===== config.mk =====
export PLATFORM = sky130hd
export DESIGN_NAME = reg_wr_arbiter
export DESIGN_NICKNAME = d
export VERILOG_FILES = /design/src/rtl/reg_wr_arbiter.sv
export SDC_FILE = /design/constraint.sdc
export NUM_CORES = 1
export LEC_CHECK = 0
export BUFFER_PORTS_ARGS = -buffer_cell sky130_fd_sc_hd__buf_2
export CAP_MARGIN = 5
export CORE_MARGIN = 1.5
export CORE_UTILIZATION = 43
export DETAILED_ROUTE_END_ITERATION = 12
export PLACE_DENSITY = 0.8
export SYNTH_ARGS = -nofsm -noshare
export SYNTH_HDL_FRONTEND = slang
export SYNTH_SLANG_ARGS = --single-unit
export TNS_END_PERCENT = 10

===== constraint.sdc =====
create_clock -name clk -period 2 [get_ports clk]
set_input_delay 0.4 -clock clk [delete_from_list [all_inputs] [get_ports clk]]
set_output_delay 0.4 -clock clk [all_outputs]
set_load 0.05 [all_outputs]

===== src/rtl/reg_wr_arbiter.sv =====
// reg_wr_arbiter: round-robin write arbiter in front of one shared loadable register.
// A winner is chosen in IDLE, its data is latched, ld is driven for one LOAD cycle,
// and the winner is acknowledged in DONE. All outputs come straight from flops.
module reg_wr_arbiter #(
  parameter int NREQ = 4,
  parameter int W    = 4,
  parameter int IW   = $clog2(NREQ)
) (
  input  logic              clk,
  input  logic              clr,
  input  logic [NREQ-1:0]   req,
  input  logic [NREQ*W-1:0] wdata,
  output logic              ld_o,
  output logic [W-1:0]      d_o,
  output logic [NREQ-1:0]   gnt,
  output logic [NREQ-1:0]   ack,
  output logic [IW-1:0]     owner,
  output logic              busy
);

  typedef enum logic [1:0] {
    S_IDLE = 2'd0,
    S_LOAD = 2'd1,
    S_DONE = 2'd2
  } state_t;

  state_t          state_q, state_d;
  logic [IW-1:0]   ptr_q, ptr_d;
  logic [IW-1:0]   owner_q, owner_d;
  logic [W-1:0]    dreg_q, dreg_d;
  logic [IW-1:0]   win;
  logic            win_vld;
  logic [NREQ-1:0] own_onehot;

  // Rotating-priority search starting at ptr; scanning from the far end lets the
  // nearest pending requester overwrite the result last.
  always_comb begin
    int idx;
    idx     = 0;
    win     = '0;
    win_vld = 1'b0;
    for (int k = NREQ - 1; k >= 0; k--) begin
      idx = int'(ptr_q) + k;
      if (idx >= NREQ) idx = idx - NREQ;
      if (req[idx]) begin
        win     = idx[IW-1:0];
        win_vld = 1'b1;
      end
    end
  end

  // State register; clr drops the FSM to IDLE without waiting for a clock edge.
  always_ff @(posedge clk or posedge clr) begin
    if (clr) state_q <= S_IDLE;
    else     state_q <= state_d;
  end

  // Pointer, owner and latched data; cleared together with the FSM.
  always_ff @(posedge clk or posedge clr) begin
    if (clr) begin
      ptr_q   <= '0;
      owner_q <= '0;
      dreg_q  <= '0;
    end else begin
      ptr_q   <= ptr_d;
      owner_q <= owner_d;
      dreg_q  <= dreg_d;
    end
  end

  // Next-state logic: grant on any request in IDLE, advance the pointer past
  // the winner when leaving DONE (wrapping at NREQ-1 for non-power-of-two NREQ).
  always_comb begin
    state_d = state_q;
    ptr_d   = ptr_q;
    owner_d = owner_q;
    dreg_d  = dreg_q;
    case (state_q)
      S_IDLE: begin
        if (win_vld) begin
          owner_d = win;
          dreg_d  = wdata[win*W +: W];
          state_d = S_LOAD;
        end
      end
      S_LOAD: state_d = S_DONE;
      S_DONE: begin
        ptr_d   = (owner_q == IW'(NREQ - 1)) ? '0 : owner_q + 1'b1;
        state_d = S_IDLE;
      end
      default: state_d = S_IDLE;
    endcase
  end

  // Output decode from registered state only, so req/wdata never reach an output.
  always_comb begin
    own_onehot = {{(NREQ-1){1'b0}}, 1'b1} << owner_q;
    ld_o  = (state_q == S_LOAD);
    d_o   = dreg_q;
    busy  = (state_q != S_IDLE);
    gnt   = busy ? own_onehot : '0;
    ack   = (state_q == S_DONE) ? own_onehot : '0;
    owner = owner_q;
  end

endmodule


==> results.sh <==
export IMPL_boundaryPins=38
export IMPL_max_clock_freq_mhz=541
export IMPL_gp_congestion=0.763
export IMPL_grt_start_max_net_pins=18
export IMPL_netlist_instances=71
export IMPL_dieArea_um2=1940
export IMPL_clockRootBuffer="clkbuf_4"
export IMPL_fin_crit_sh_pct=92.4
export IMPL_yosysSeqAreaShare_pct=34.5
export IMPL_rrSetupSlack_ns=0.18
export IMPL_hold_viol_final=0
export IMPL_viasPerCell=5.10
export IMPL_end_kind="output port"
export IMPL_syn_area_per_cell_um2=10.2
export IMPL_hold_buffers=0
export IMPL_antenna_found_initial=0
export IMPL_slew_headroom_pct=70.5
export IMPL_cap_violations=0
export IMPL_hold_path_class="in -> async"
export IMPL_rsz0062_at_grt="no"
export IMPL_crit_start="state_q[1]$_DFFE_PP0P_"
export IMPL_grt_pass1_vias=583
export IMPL_leakagePower_nw=0.532
export IMPL_design_core_area_um2=1540
export IMPL_yosysUniqueCellTypes=22
export IMPL_cts_htree_levels=1
export IMPL_drc=0
export IMPL_worstPathMaxFanout=7
export IMPL_dp_hpwl_um=1290
export IMPL_grtUsageTotal_pct=17.8
export IMPL_drt_wirelength_per_cell_um=12.8
export IMPL_postLayoutSetupSlackWorst_ns=0.152
export IMPL_io_buffers=37
export IMPL_dr_pass1_iters=4
export IMPL_required_ns=1.60
export IMPL_row_count=14
export IMPL_finClkSkew_ns=0.00339
export IMPL_synth_seq_cells=10
export IMPL_place_area_um2=936
export IMPL_nNetsFinal=140
export IMPL_totalPowerFinal_mw=1.75
export IMPL_antenna_diode_count=0
export IMPL_synth_nets=97
export IMPL_drv_slew=0
export IMPL_ctsResizeCount=0
export IMPL_cts_sinks=10
export IMPL_period_needed_ns=1.85
export IMPL_finish_instance_area_um2=958
export IMPL_wl_um=1640
export IMPL_critPathKind="reg -> out"
export IMPL_power_per_cell_area_nw_per_um2=1820
export IMPL_status="complete, no violations"
export IMPL_syn_cell_area_um2=724
export IMPL_cts_buffers=3
export IMPL_first_iter_violations=8
export IMPL_arrival_ns=1.45
export IMPL_postCtsSetupRepairBufs=0
export IMPL_grt_first_pass_wirelength_um=2500
export IMPL_tns_ns=0
export IMPL_die_x_um=44.0
export IMPL_cp_start_kind="flip-flop"
export IMPL_cts_tree="built"
export IMPL_max_vdd_ir_drop_v=0.00120
export IMPL_clock_latency_ns=0.27
export IMPL_drive_above_1_share_pct=45.5
export IMPL_syn_to_final_growth_pct=32.3
export IMPL_clkTransAtPathRegs_ns=0.06
export IMPL_ant_nets=0
export IMPL_fp_dieH_um=44.0
export IMPL_reg2reg_depth=5
export IMPL_clockBufferDepth=2
export IMPL_r2r_end="d_o[1]$_DFFE_PP0P_"
export IMPL_final_setup_viol_count=0
export IMPL_dp_cells=125
export IMPL_final_cells=128
export IMPL_dp_slack_ns=0.151
export IMPL_gr_total_overflow=0
export IMPL_vias=653
export IMPL_yosys_warnings=0
export IMPL_rr_startpoint="ptr_q[1]$_DFFE_PP0P_"
export IMPL_layout_common_cells="buf_2 (37), dfrtp_1 (10), mux2i_1 (9)"
export IMPL_worst_pin_slew_ns=0.443
export IMPL_start_util_pct=47.0
export IMPL_mostFrequentLayoutCell="buf_2"
area by class of cell:
cell class	instances	area [um2]
Tap cell	16	20.0
Timing Repair Buffer	39	200
Inverter	6	22.5
Clock buffer	3	22.5
Multi-Input combinational cell	54	443
Fill cell	146	583
Sequential cell	10	250
where the power goes:
part / switching [mW] / internal, mW / total [mW]
Clock: 0.0680 / 0.0695 / 0.138
Combinational: 0.815 / 0.394 / 1.21
Sequential: 0.0968 / 0.304 / 0.401
Total: 0.980 / 0.768 / 1.75
cells in the mapped netlist:
| master | number | area share (%) |
|---|---|---|
| dfrtp_1 | 10 | 35 |
| mux2i_1 | 9 | 12 |
| nor3_1 | 8 | 5.5 |
| nor2b_1 | 7 | 6.0 |
| inv_1 | 6 | 3.1 |
| and2_1 | 4 | 3.5 |
| ha_1 | 4 | 6.9 |
| a211o_2 | 3 | 4.1 |
| nand2_1 | 3 | 1.6 |
| o21ai_0 | 3 | 2.1 |
| a21oi_1 | 2 | 1.4 |
| nor2_1 | 2 | 1.0 |
| a211o_1 | 1 | 1.2 |
| a21boi_2 | 1 | 1.6 |
| buf_6 | 1 | 1.6 |
| mux2_2 | 1 | 1.6 |
| o21a_1 | 1 | 1.0 |
| o221ai_4 | 1 | 3.6 |
| o22a_2 | 1 | 1.4 |
| o22ai_1 | 1 | 0.86 |
| o41ai_4 | 1 | 3.8 |
| or3b_1 | 1 | 1.2 |
through the flow:
step                      hold slack [ns]  util [%]
after floorplan                     0.240         -
after global placement              0.382      60.7
after detailed placement            0.393      60.7
after CTS                           0.102      62.2
after global routing                0.141      62.2
final                              0.0989      62.2
critical path, stage by stage (launching register included):
cell and delay, ns:
dfrtp_1 0.37, nor2b_1 0.36, and2_1 0.19, buf_2 0.26
how the worst max path moves through the flow:
stage	end	cells past startpoint	slack (ns)
3_5_place_dp	d_o[2]$_DFFE_PP0P_	6	0.15
3_3_place_gp	d_o[1]$_DFFE_PP0P_	6	0.17
6_report	ack[3]	3	0.15
5_1_grt	ack[0]	3	0.07
2_1_floorplan	gnt[1]	2	-0.03
4_1_cts	ack[0]	3	0.14
logic make-up after synthesis:
group           after synthesis  synth area share, %
simple gates                 25                 18.8
compound gates               15                 21.1
mux                          10                 14.0
flops                        10                 34.5
buf+inv                       7                 4.66
fa+ha+maj                     4                 6.91
flip-flops by register name, summed over array words and instances, names as in the netlist:
register	cells
d_o	4
owner	2
ptr_q	2
state_q	2
metal layers:
layer	part of all wire, %	vias up	track usage, %
met4	1.2	0	10.9
met3	5.1	4	2.45
met2	51	19	28.8
li1	-	336	-
met1	43	294	22.3
met5	0	-	0
(Power assumes the default switching activity.)
